$ cat src/rtl/ovl_mem_pkg.sv
// Shared types for the overlay SDRAM scheduler: FSM states, word type and
// the byte stride of one overlay word.
package ovl_mem_pkg;

  typedef enum logic [2:0] {
    StIdle,
    StWr,
    StWaitWr,
    StRd,
    StWaitRd
  } ovl_state_e;

  localparam int unsigned WORD_BYTES = 2;

  // {A,B,G,R}, 4 bits each
  typedef logic [15:0] ovl_word_t;

endpackage

$ cat src/rtl/ovl_mem_sched_if.sv
// Overlay SDRAM port: request/response bus between the scheduler (master)
// and the sdram controller (slave).
interface ovl_mem_sched_if #(
  parameter int unsigned AW = 25
) ();

  logic                   mem_busy;
  logic                   mem_ack;
  ovl_mem_pkg::ovl_word_t mem_dout;
  logic [AW-1:0]          mem_addr;
  logic [7:0]             mem_din;
  logic                   mem_we;
  logic                   mem_rd;

  modport master (
    input  mem_busy,
    input  mem_ack,
    input  mem_dout,
    output mem_addr,
    output mem_din,
    output mem_we,
    output mem_rd
  );

  modport slave (
    output mem_busy,
    output mem_ack,
    output mem_dout,
    input  mem_addr,
    input  mem_din,
    input  mem_we,
    input  mem_rd
  );

endinterface

$ cat src/rtl/ovl_sync_fifo.sv
// Prefetch FIFO for overlay words: first-word fall-through head, synchronous
// flush, push and pop allowed in the same cycle.
module ovl_sync_fifo
  import ovl_mem_pkg::*;
#(
  parameter int unsigned Depth = 8
) (
  input  logic                     clk_i,
  input  logic                     reset_i,
  input  logic                     flush_i,
  input  logic                     push_i,
  input  ovl_word_t                wdata_i,
  input  logic                     pop_i,
  output ovl_word_t                rdata_o,
  output logic [$clog2(Depth):0]   count_o,
  output logic                     empty_o
);

  localparam int unsigned PtrW = $clog2(Depth);
  localparam logic [PtrW:0]   FullCnt = Depth[PtrW:0];
  localparam logic [PtrW:0]   CntOne  = 1;
  localparam logic [PtrW-1:0] PtrOne  = 1;

  ovl_word_t       mem_q [Depth];
  logic [PtrW-1:0] wr_ptr_q, wr_ptr_d;
  logic [PtrW-1:0] rd_ptr_q, rd_ptr_d;
  logic [PtrW:0]   count_q, count_d;
  logic            do_push, do_pop;

  assign do_push = push_i && (count_q != FullCnt);
  assign do_pop  = pop_i && (count_q != '0);

  always_comb begin
    wr_ptr_d = wr_ptr_q;
    rd_ptr_d = rd_ptr_q;
    count_d  = count_q;
    if (flush_i) begin
      wr_ptr_d = '0;
      rd_ptr_d = '0;
      count_d  = '0;
    end else begin
      if (do_push) wr_ptr_d = wr_ptr_q + PtrOne;
      if (do_pop)  rd_ptr_d = rd_ptr_q + PtrOne;
      unique case ({do_push, do_pop})
        2'b10:   count_d = count_q + CntOne;
        2'b01:   count_d = count_q - CntOne;
        default: count_d = count_q;
      endcase
    end
  end

  always_ff @(posedge clk_i) begin
    if (reset_i) begin
      wr_ptr_q <= '0;
      rd_ptr_q <= '0;
      count_q  <= '0;
    end else begin
      wr_ptr_q <= wr_ptr_d;
      rd_ptr_q <= rd_ptr_d;
      count_q  <= count_d;
    end
  end

  // Storage needs no reset; occupancy is tracked by count_q alone.
  always_ff @(posedge clk_i) begin
    if (do_push && !flush_i) mem_q[wr_ptr_q] <= wdata_i;
  end

  assign rdata_o = mem_q[rd_ptr_q];
  assign count_o = count_q;
  assign empty_o = (count_q == '0);

endmodule

$ cat src/rtl/ovl_mem_sched.sv
// Overlay SDRAM scheduler: arbitrates download byte writes against the pixel
// read-ahead stream. Optional OVL_UNDERRUN_CNT_EN adds underrun statistics.
module ovl_mem_sched
  import ovl_mem_pkg::*;
#(
  parameter int unsigned AW         = 25,
  parameter int unsigned FIFO_DEPTH = 8
) (
  input  logic             clk_sys,
  input  logic             reset,
  input  logic             ovl_en,
  input  logic             dl_active,
  input  logic             dl_wr,
  input  logic [AW-1:0]    dl_addr,
  input  logic [7:0]       dl_data,
  output logic             dl_wait,
  input  logic             vs,
  input  logic             pix_ce,
  output ovl_word_t        pix_data,
  output logic             pix_valid,
  output logic             underrun,
`ifdef OVL_UNDERRUN_CNT_EN
  output logic [15:0]      underrun_cnt,
  output logic [15:0]      underrun_last,
`endif
  ovl_mem_sched_if.master  mem
);

  localparam int unsigned CntW = $clog2(FIFO_DEPTH) + 1;
  localparam logic [CntW-1:0] FifoCap  = CntW'(FIFO_DEPTH);
  localparam logic [AW-1:0]   AddrStep = AW'(WORD_BYTES);

  ovl_state_e      state_q, state_d;

  logic            wr_full_q, wr_full_d;
  logic [AW-1:0]   wr_addr_q, wr_addr_d;
  logic [7:0]      wr_data_q, wr_data_d;
  logic [AW-1:0]   rd_addr_q, rd_addr_d;
  logic            stale_q, stale_d;
  logic            vs_q, dl_active_q;
  ovl_word_t       pix_data_q, pix_data_d;
  logic            pix_valid_q, pix_valid_d;
  logic            underrun_q, underrun_d;

  logic            vs_rise, flush, rd_ok;
  logic            fifo_push, fifo_pop, fifo_empty;
  ovl_word_t       fifo_rdata;
  logic [CntW-1:0] fifo_count;

  assign vs_rise = vs && !vs_q;
  // End of a download restarts the frame so pre-download data is never shown.
  assign flush   = vs_rise || (!dl_active && dl_active_q);
  // Only consulted in StIdle, where nothing is outstanding.
  assign rd_ok   = ovl_en && !dl_active && (fifo_count < FifoCap);

  // ---------------------------------------------------------------- FSM
  always_ff @(posedge clk_sys) begin
    if (reset) state_q <= StIdle;
    else       state_q <= state_d;
  end

  always_comb begin
    state_d = state_q;
    unique case (state_q)
      StIdle: begin
        if (!mem.mem_busy) begin
          if (wr_full_q)  state_d = StWr;
          else if (rd_ok) state_d = StRd;
        end
      end
      StWr:     state_d = StWaitWr;
      StWaitWr: if (mem.mem_ack) state_d = StIdle;
      StRd:     state_d = StWaitRd;
      StWaitRd: if (mem.mem_ack) state_d = StIdle;
      default:  state_d = StIdle;
    endcase
  end

  always_comb begin
    mem.mem_we   = 1'b0;
    mem.mem_rd   = 1'b0;
    mem.mem_addr = '0;
    mem.mem_din  = '0;
    unique case (state_q)
      StWr: begin
        mem.mem_we   = 1'b1;
        mem.mem_addr = wr_addr_q;
        mem.mem_din  = wr_data_q;
      end
      StRd: begin
        mem.mem_rd   = 1'b1;
        mem.mem_addr = rd_addr_q;
      end
      default: ;
    endcase
  end

  // ----------------------------------------------------------- datapath
  always_comb begin
    wr_full_d = wr_full_q;
    wr_addr_d = wr_addr_q;
    wr_data_d = wr_data_q;
    if (state_q == StWaitWr && mem.mem_ack) begin
      wr_full_d = 1'b0;
    end else if (dl_wr && !wr_full_q) begin
      wr_full_d = 1'b1;
      wr_addr_d = dl_addr;
      wr_data_d = dl_data;
    end

    rd_addr_d = rd_addr_q;
    if (flush)                 rd_addr_d = '0;
    else if (state_q == StRd)  rd_addr_d = rd_addr_q + AddrStep;

    // A read in flight across a frame restart belongs to the old frame.
    stale_d = stale_q;
    if (state_q == StWaitRd && mem.mem_ack)                  stale_d = 1'b0;
    else if (flush && (state_q == StRd || state_q == StWaitRd)) stale_d = 1'b1;

    fifo_push = (state_q == StWaitRd) && mem.mem_ack && !stale_q && !flush;

    fifo_pop    = 1'b0;
    pix_data_d  = pix_data_q;
    pix_valid_d = pix_valid_q;
    underrun_d  = 1'b0;
    if (pix_ce) begin
      if (fifo_empty) begin
        pix_data_d  = '0;
        pix_valid_d = 1'b0;
        underrun_d  = 1'b1;
      end else if (!ovl_en || dl_active) begin
        pix_data_d  = '0;
        pix_valid_d = 1'b0;
      end else begin
        fifo_pop    = 1'b1;
        pix_data_d  = fifo_rdata;
        pix_valid_d = 1'b1;
      end
    end
  end

  always_ff @(posedge clk_sys) begin
    if (reset) begin
      wr_full_q   <= 1'b0;
      wr_addr_q   <= '0;
      wr_data_q   <= '0;
      rd_addr_q   <= '0;
      stale_q     <= 1'b0;
      vs_q        <= 1'b0;
      dl_active_q <= 1'b0;
      pix_data_q  <= '0;
      pix_valid_q <= 1'b0;
      underrun_q  <= 1'b0;
    end else begin
      wr_full_q   <= wr_full_d;
      wr_addr_q   <= wr_addr_d;
      wr_data_q   <= wr_data_d;
      rd_addr_q   <= rd_addr_d;
      stale_q     <= stale_d;
      vs_q        <= vs;
      dl_active_q <= dl_active;
      pix_data_q  <= pix_data_d;
      pix_valid_q <= pix_valid_d;
      underrun_q  <= underrun_d;
    end
  end

  ovl_sync_fifo #(
    .Depth (FIFO_DEPTH)
  ) u_fifo (
    .clk_i   (clk_sys),
    .reset_i (reset),
    .flush_i (flush),
    .push_i  (fifo_push),
    .wdata_i (mem.mem_dout),
    .pop_i   (fifo_pop),
    .rdata_o (fifo_rdata),
    .count_o (fifo_count),
    .empty_o (fifo_empty)
  );

  assign dl_wait   = wr_full_q;
  assign pix_data  = pix_data_q;
  assign pix_valid = pix_valid_q;
  assign underrun  = underrun_q;

`ifdef OVL_UNDERRUN_CNT_EN
  logic [15:0] ucnt_q, ucnt_d;
  logic [15:0] ulast_q, ulast_d;

  always_comb begin
    ucnt_d  = ucnt_q;
    ulast_d = ulast_q;
    if (vs_rise) begin
      ulast_d = ucnt_q;
      ucnt_d  = '0;
    end else if (underrun_q && ucnt_q != 16'hFFFF) begin
      ucnt_d = ucnt_q + 16'd1;
    end
  end

  always_ff @(posedge clk_sys) begin
    if (reset) begin
      ucnt_q  <= '0;
      ulast_q <= '0;
    end else begin
      ucnt_q  <= ucnt_d;
      ulast_q <= ulast_d;
    end
  end

  assign underrun_cnt  = ucnt_q;
  assign underrun_last = ulast_q;
`endif

endmodule

$ cat src/flat_wrapper.sv
// flat-port wrapper written by rule: the top's interface ports become plain ports
module ovl_mem_sched_flat import ovl_mem_pkg::*;
#(
  parameter int unsigned AW         = 25,
  parameter int unsigned FIFO_DEPTH = 8
)
  (clk_sys, reset, ovl_en, dl_active, dl_wr, dl_addr, dl_data, dl_wait, vs, pix_ce, pix_data, pix_valid, underrun, mem_mem_busy, mem_mem_ack, mem_mem_dout, mem_mem_addr, mem_mem_din, mem_mem_we, mem_mem_rd);
  ovl_mem_sched_if #(.AW(AW)) mem_i ();
  input  logic clk_sys;
  input  logic reset;
  input  logic ovl_en;
  input  logic dl_active;
  input  logic dl_wr;
  input  logic [AW-1:0] dl_addr;
  input  logic [7:0] dl_data;
  output logic dl_wait;
  input  logic vs;
  input  logic pix_ce;
  output ovl_word_t pix_data;
  output logic pix_valid;
  output logic underrun;
  input wire logic [$bits(mem_i.mem_busy)-1:0] mem_mem_busy;
  input wire logic [$bits(mem_i.mem_ack)-1:0] mem_mem_ack;
  input wire logic [$bits(mem_i.mem_dout)-1:0] mem_mem_dout;
  output wire logic [$bits(mem_i.mem_addr)-1:0] mem_mem_addr;
  output wire logic [$bits(mem_i.mem_din)-1:0] mem_mem_din;
  output wire logic [$bits(mem_i.mem_we)-1:0] mem_mem_we;
  output wire logic [$bits(mem_i.mem_rd)-1:0] mem_mem_rd;
  assign mem_i.mem_busy = mem_mem_busy;
  assign mem_i.mem_ack = mem_mem_ack;
  assign mem_i.mem_dout = mem_mem_dout;
  assign mem_mem_addr = mem_i.mem_addr;
  assign mem_mem_din = mem_i.mem_din;
  assign mem_mem_we = mem_i.mem_we;
  assign mem_mem_rd = mem_i.mem_rd;
  ovl_mem_sched #(.AW(AW), .FIFO_DEPTH(FIFO_DEPTH)) u_core (.clk_sys(clk_sys), .reset(reset), .ovl_en(ovl_en), .dl_active(dl_active), .dl_wr(dl_wr), .dl_addr(dl_addr), .dl_data(dl_data), .dl_wait(dl_wait), .vs(vs), .pix_ce(pix_ce), .pix_data(pix_data), .pix_valid(pix_valid), .underrun(underrun), .mem(mem_i));
endmodule
$ cat config.mk
export PLATFORM = sky130hd
export DESIGN_NAME = ovl_mem_sched_flat
export DESIGN_NICKNAME = d
export VERILOG_FILES = /design/src/rtl/ovl_mem_pkg.sv /design/src/rtl/ovl_mem_sched_if.sv /design/src/rtl/ovl_sync_fifo.sv /design/src/rtl/ovl_mem_sched.sv /design/src/flat_wrapper.sv
export SDC_FILE = /design/constraint.sdc
export NUM_CORES = 1
export LEC_CHECK = 0
export BUFFER_PORTS_ARGS = -buffer_cell sky130_fd_sc_hd__buf_2
export CORE_ASPECT_RATIO = 0.5
export CORE_MARGIN = 2
export CORE_UTILIZATION = 50
export DETAILED_ROUTE_END_ITERATION = 7
export PLACE_DENSITY_LB_ADDON = 0.1
export SYNTH_ARGS = -nofsm -noshare
export SYNTH_HDL_FRONTEND = slang
export SYNTH_SLANG_ARGS = --single-unit
$ cat constraint.sdc
create_clock -name clk_sys -period 8.7 [get_ports clk_sys]
set_input_delay 0.87 -clock clk_sys [delete_from_list [all_inputs] [get_ports clk_sys]]
set_output_delay 0.87 -clock clk_sys [all_outputs]
set_load 0.1 [all_outputs]
# Yosys cells after proc, flatten, opt, wreduce, memory -nomap -nowiden

Memory sizes are Yosys's and may differ from the RTL's. A register that Yosys moved wholly into a read port is not among the register bits.
Index checks and enable logic that the tools add are counted.
Widths: inputs -> output; s select.

Reduce and logical (&&, ||, !) cells: 33
Add/subtract/negate cells: 5
Multipliers: 0
Shift operators: 0
Bitwise operators: 2
Mux-type cells: 20
Equality and inequality tests: 10
$lt $le $gt $ge: 1
Divide/modulo/power cells: 0

Operator list:

| kind                  | number |
|---|---|
| $pmux 25 s2           | 1 |
| $mux 16               | 2 |
| $add 25x2->25 const B | 1 |
| $mux 3                | 6 |
| $logic_and 1x1->1     | 13 |
| $pmux 3 s4            | 1 |
| $reduce_or 2->1       | 5 |
| $mux 1                | 8 |
| $mux 8                | 1 |
| $pmux 4 s2            | 1 |
| $add 3x1->3 const B   | 2 |
| $eq 3x2->1 const B    | 2 |
| $logic_not 1->1       | 6 |
| $add 4x1->4 const B   | 1 |
| $logic_not 4->1       | 1 |
| $lt 4x4->1 const B    | 1 |
| $ne 4x4->1 const B    | 1 |
| $reduce_bool 4->1     | 1 |
| $sub 4x1->4 const B   | 1 |
| $eq 3x1->1 const B    | 1 |
| $eq 3x3->1 const B    | 1 |
| $logic_not 3->1       | 1 |
| $logic_or 1x1->1      | 3 |
| $ne 3x1->1 const B    | 1 |
| other kinds (8)       | 9 |

Flip-flop bits (word level): 93
Latch bits: 0
Memories kept: 1
Word-level logic and storage cells: 86
Input port bits: 58
Memory bits (writable): 128
Bits in read-only memories: 0
Output and inout bits: 54

Memory list:

| memory              | words | width | rd ports | clocked after Yosys merged registers in | write ports | RTL line            | text |
|---|---|---|---|---|---|---|---|
| u_core.u_fifo.mem_q | 8     | 16    | 1        | 1                                       | 1           | ovl_sync_fifo.sv:24 | `ovl_word_t mem_q [Depth];` |

# Depth between registers and ports, before layout

Word-level depth: 9
Mapped depth: 11
Gate-level depth less buffers: 10

# Cells and area by module

A second synthesis with hierarchy kept.

Cell total of the unflattened synthesis: 683
Area, all modules: 9090.0 um^2

Modules (own cells, without submodules):

| module        | area each (um^2) | cells an instance | instances | seq. area each (um^2) |
|---|---|---|---|---|
| ovl_sync_fifo | 5609.1           | 261               | 1         | 4103.9 |
| ovl_mem_sched | 3480.8           | 422               | 1         | 1641.6 |

# Worst setup path after synthesis

No wires, ideal clock.

Path type: register to output
Start point: register u_core.state_q[0]
End point: output mem_mem_addr[13]
Data arrival time: 3.120 ns
Cell stages (with the launch flop): 6
Required time: 7.830 ns
Setup slack: 4.710 ns
Path buffers: 1
Cell sequence: dfxtp_1 -> inv_1 -> nor3_1 -> clkbuf_1 -> nand2_1 -> o21ai_0

Longest elaborated chain between the ends: 2
Elaborated cells on any way between the ends: 3
Those cells by class: 2 x eq/ne; 1 x mux

Ends and longest elaborated chain:

| element                                         | RTL line            | text |
|---|---|---|
| from (decl)                                     | ovl_mem_sched.sv:33 | `ovl_state_e state_q, state_d;` |
| from (signal assigned)                          | ovl_mem_sched.sv:58 | `if (reset) state_q <= StIdle;` |
| from (signal assigned)                          | ovl_mem_sched.sv:59 | `else state_q <= state_d;` |
| $eq 3x2->1 / $eq 3x1->1 (equally long branches) | ovl_mem_sched.sv:84 | `unique case (state_q)` |
| $pmux 25 s2 (*)                                 | ovl_mem_sched.sv:84 |  |
| to (decl)                                       | flat_wrapper.sv:25  | `output wire logic [$bits(mem_i.mem_addr)-1:0] mem_mem_addr;` |

Every way passes the cells marked *; elsewhere a longest branch is shown, timed or not.

# Worst setup path after layout

Start point: register u_core.state_q[2]
End point: output mem_mem_addr[22]

Same word-level chain as after synthesis.

==> qor.yml <==
floorplan:
  initial_core_util_pct: 50.8
  die_h_um: 97.6
  dieArea_um2: 18700
  die_w_um: 191
  fp.coreArea_um2: 17300
  rows: 34
  io_pins: 112
sta:
  finalSetupViolations: 0
  fin_crit_sh_pct: 42.6
  max_slew_margin_pct: 21.5
  drv_slew: 0
  tns_ns: 0
  rsz0062_at_grt: "false"
  tightest_slew_ns: 1.18
  period_needed_ns: 3.71
  fmax_mhz: 270
  hold_viol: 0
  finClkSkew_ns: 0.0121
synthesis:
  ys_warn_count: 0
  ys_seq_elements: 223
  yosys_most_used_dff: "edfxtp_1"
  async_flop_share_pct: 0
  synth-edff-count: 128
  synthTopCellsByArea: "edfxtp_1 44%, dfxtp_1 22%, mux4_2 8.2%"
  syn_inst: 675
  synth_fp_nets: 739
  syn-cell-area_um2: 8770
  synth_commonest_cells: "128 x edfxtp_1, 102 x nand2_1, 95 x dfxtp_1"
  yosysUniqueCellTypes: 40
  synth.most_common_cell: "edfxtp_1"
  synth_top_cell_area_share_pct: 43.8
  synth_top_cell_by_area: "edfxtp_1"
  avgSynthCellArea_um2: 13.0
  ys_seq_area_share_pct: 65.5
cells_and_area:
  diodes: 0
  syn2layout_area_growth_pct: 16.9
  final_nets: 846
  fillers: 1425
  utilization_pct: 59.4
  drive_gt1_share_pct: 24.5
cts:
  clk_pin_slew_ns: 0.07
  numCtsBuffers: 20
  cts_tree: "done"
  hold_buffers: 0
  ctsHtreeMaxLevel: 1
  cts.sinks: 223
  cts_root_buf: "clkbuf_16"
  post_cts_resized: 0
  postCtsSetupBuffers: 0
  cts_max_path_buffers: 3
  clock_latency_ns: 0.50
grt:
  grt_max_degree: 46
  antenna_found_initial: 0
  grt_first_pass_wirelength_mm: 28.6
  grt_pass1_vias: 5469
  grt_overflow_total: 0
  track_usage_pct: 19.6
worst_setup_path:
  reg2reg_slack_ns: 6.03
  crit_path_start_kind: "flip-flop"
  criticalPathCategory: "flip-flop to output port"
  critical_path_arrival_ns: 2.84
  worstReg2RegStart: "u_core.u_fifo.count_o[1]$_SDFFE_PP0P_"
  critPathMaxFanout: 25
  required_ns: 7.83
  crit_path_end_kind: "output port"
  r2r_cells: 9
  reg2reg_to: "u_core.u_fifo.count_o[2]$_SDFFE_PP0P_"
  crit_start: "u_core.state_q[2]$_SDFFE_PP0P_"
drt:
  wirelength_mm: 17.8
  vias: 5563
  drt_pass1_iterations: 4
  drt_iter0_drc: 326
  drc: 0
  final_antenna_net_count: 0
  avgRoutedWirePerCell_um: 17.3
  avgViaCountPerCell: 5.40
pwr:
  ir_worst_vdd_mv: 0.130
  power_leakage_nw: 3.59
  power.density_nw_per_um2: 206
worst_hold_path:
  hold_start: "u_core.pix_data[12]$_SDFFE_PP0P_"
  hold_class: "flip-flop to flip-flop"
  min_to: "u_core.pix_data[12]$_SDFFE_PP0P_"
  holdPathStages: 2
placement:
  portBuffers: 111
  dpl.hpwl_mm: 10.9
  gp_congestion: 0.819
run_status:
  status: "finished, final reports clean"
job:
  drv_cap: 0
-- per-stage QoR --
stage	power [mW]	instance area, µm²	hold WS, ns	setup slack (ns)	cells
floorplan	1.21	8770	0.432	4.71	675
global placement	1.24	9580	0.429	5.63	994
detailed placement	1.24	9580	0.439	5.52	994
CTS	2.13	10300	0.454	4.98	1030
global route	2.19	10300	0.467	4.79	1030
finish	2.11	10300	0.447	4.99	1030
-- kinds of logic after synthesis --
group	after synthesis	share of synthesized area (%)
AO/OA/AOI/OAI	117	7.88
adder cells (fa/ha/maj)	6	0.856
AND/OR/NAND/NOR	212	11.6
multiplexers	51	10.4
XOR/XNOR	15	1.50
flip-flops	223	65.5
buffers and inverters	51	2.27
-- cell type report --
cell class | count | area, µm² | area share [%]
inverter | 12 | 45.0 | 0.439
clock inverter | 8 | 98.8 | 0.964
sequential | 223 | 5750 | 56.1
clock buffer | 28 | 571 | 5.56
multi-input combinational | 401 | 2850 | 27.7
timing repair buffer | 124 | 653 | 6.37
tap | 234 | 293 | 2.86
-- placed cells by master (no fill, tap or decap), drive strengths merged, types with 11 or more instances in the layout --
cell      n
a22o     18
buf     124
mux4     32
clkbuf   28
nand2   102
o21ai    31
mux2i    18
edfxtp  128
inv      11
or4      13
a21oi    55
nor2     29
dfxtp    95
-- worst max-delay path, cell delays in order, from the launching register on --
cell      delay [ns]
dfxtp_1         0.45
nand3b_1        0.40
clkinv_1        0.71
a22o_1          0.47
buf_2           0.29
-- power breakdown --
group          switching, mW  total, mW  internal (mW)  leakage [nW]
Clock                  0.374      0.894          0.519         0.330
Sequential           0.00718       1.13           1.12          1.92
Combinational         0.0618     0.0860         0.0242          1.34
Total                  0.443       2.11           1.67          3.59
-- worst max path at each step --
stage,endpoint,cells past startpoint
after floorplan,mem_mem_addr[13],5
after global placement,mem_mem_addr[16],4
after detailed placement,mem_mem_addr[14],4
after CTS,mem_mem_addr[14],4
after global routing,mem_mem_addr[14],4
final,mem_mem_addr[22],4
-- registers in the layout (all words and copies together) (netlist names), 3 cells and up, named ones only --
register	flops
u_core.u_fifo.mem_q	128
u_core.u_fifo.count_o	4
u_core.u_fifo.wr_ptr_q	3
u_core.pix_data	16
u_core.rd_addr_q	24
u_core.wr_data_q	8
u_core.u_fifo.rd_ptr_q	3
u_core.state_q	3
u_core.wr_addr_q	25
-- routing by layer --
layer | GRT usage [%] | vias up | wire, µm
li1 | - | 2722 | -
met1 | 29.3 | 2692 | 8810
met2 | 29.3 | 130 | 7690
met3 | 4.66 | 19 | 1010
met4 | 3.91 | 0 | 272
met5 | 0 | - | 0
Power figures use the tool's default switching activity.
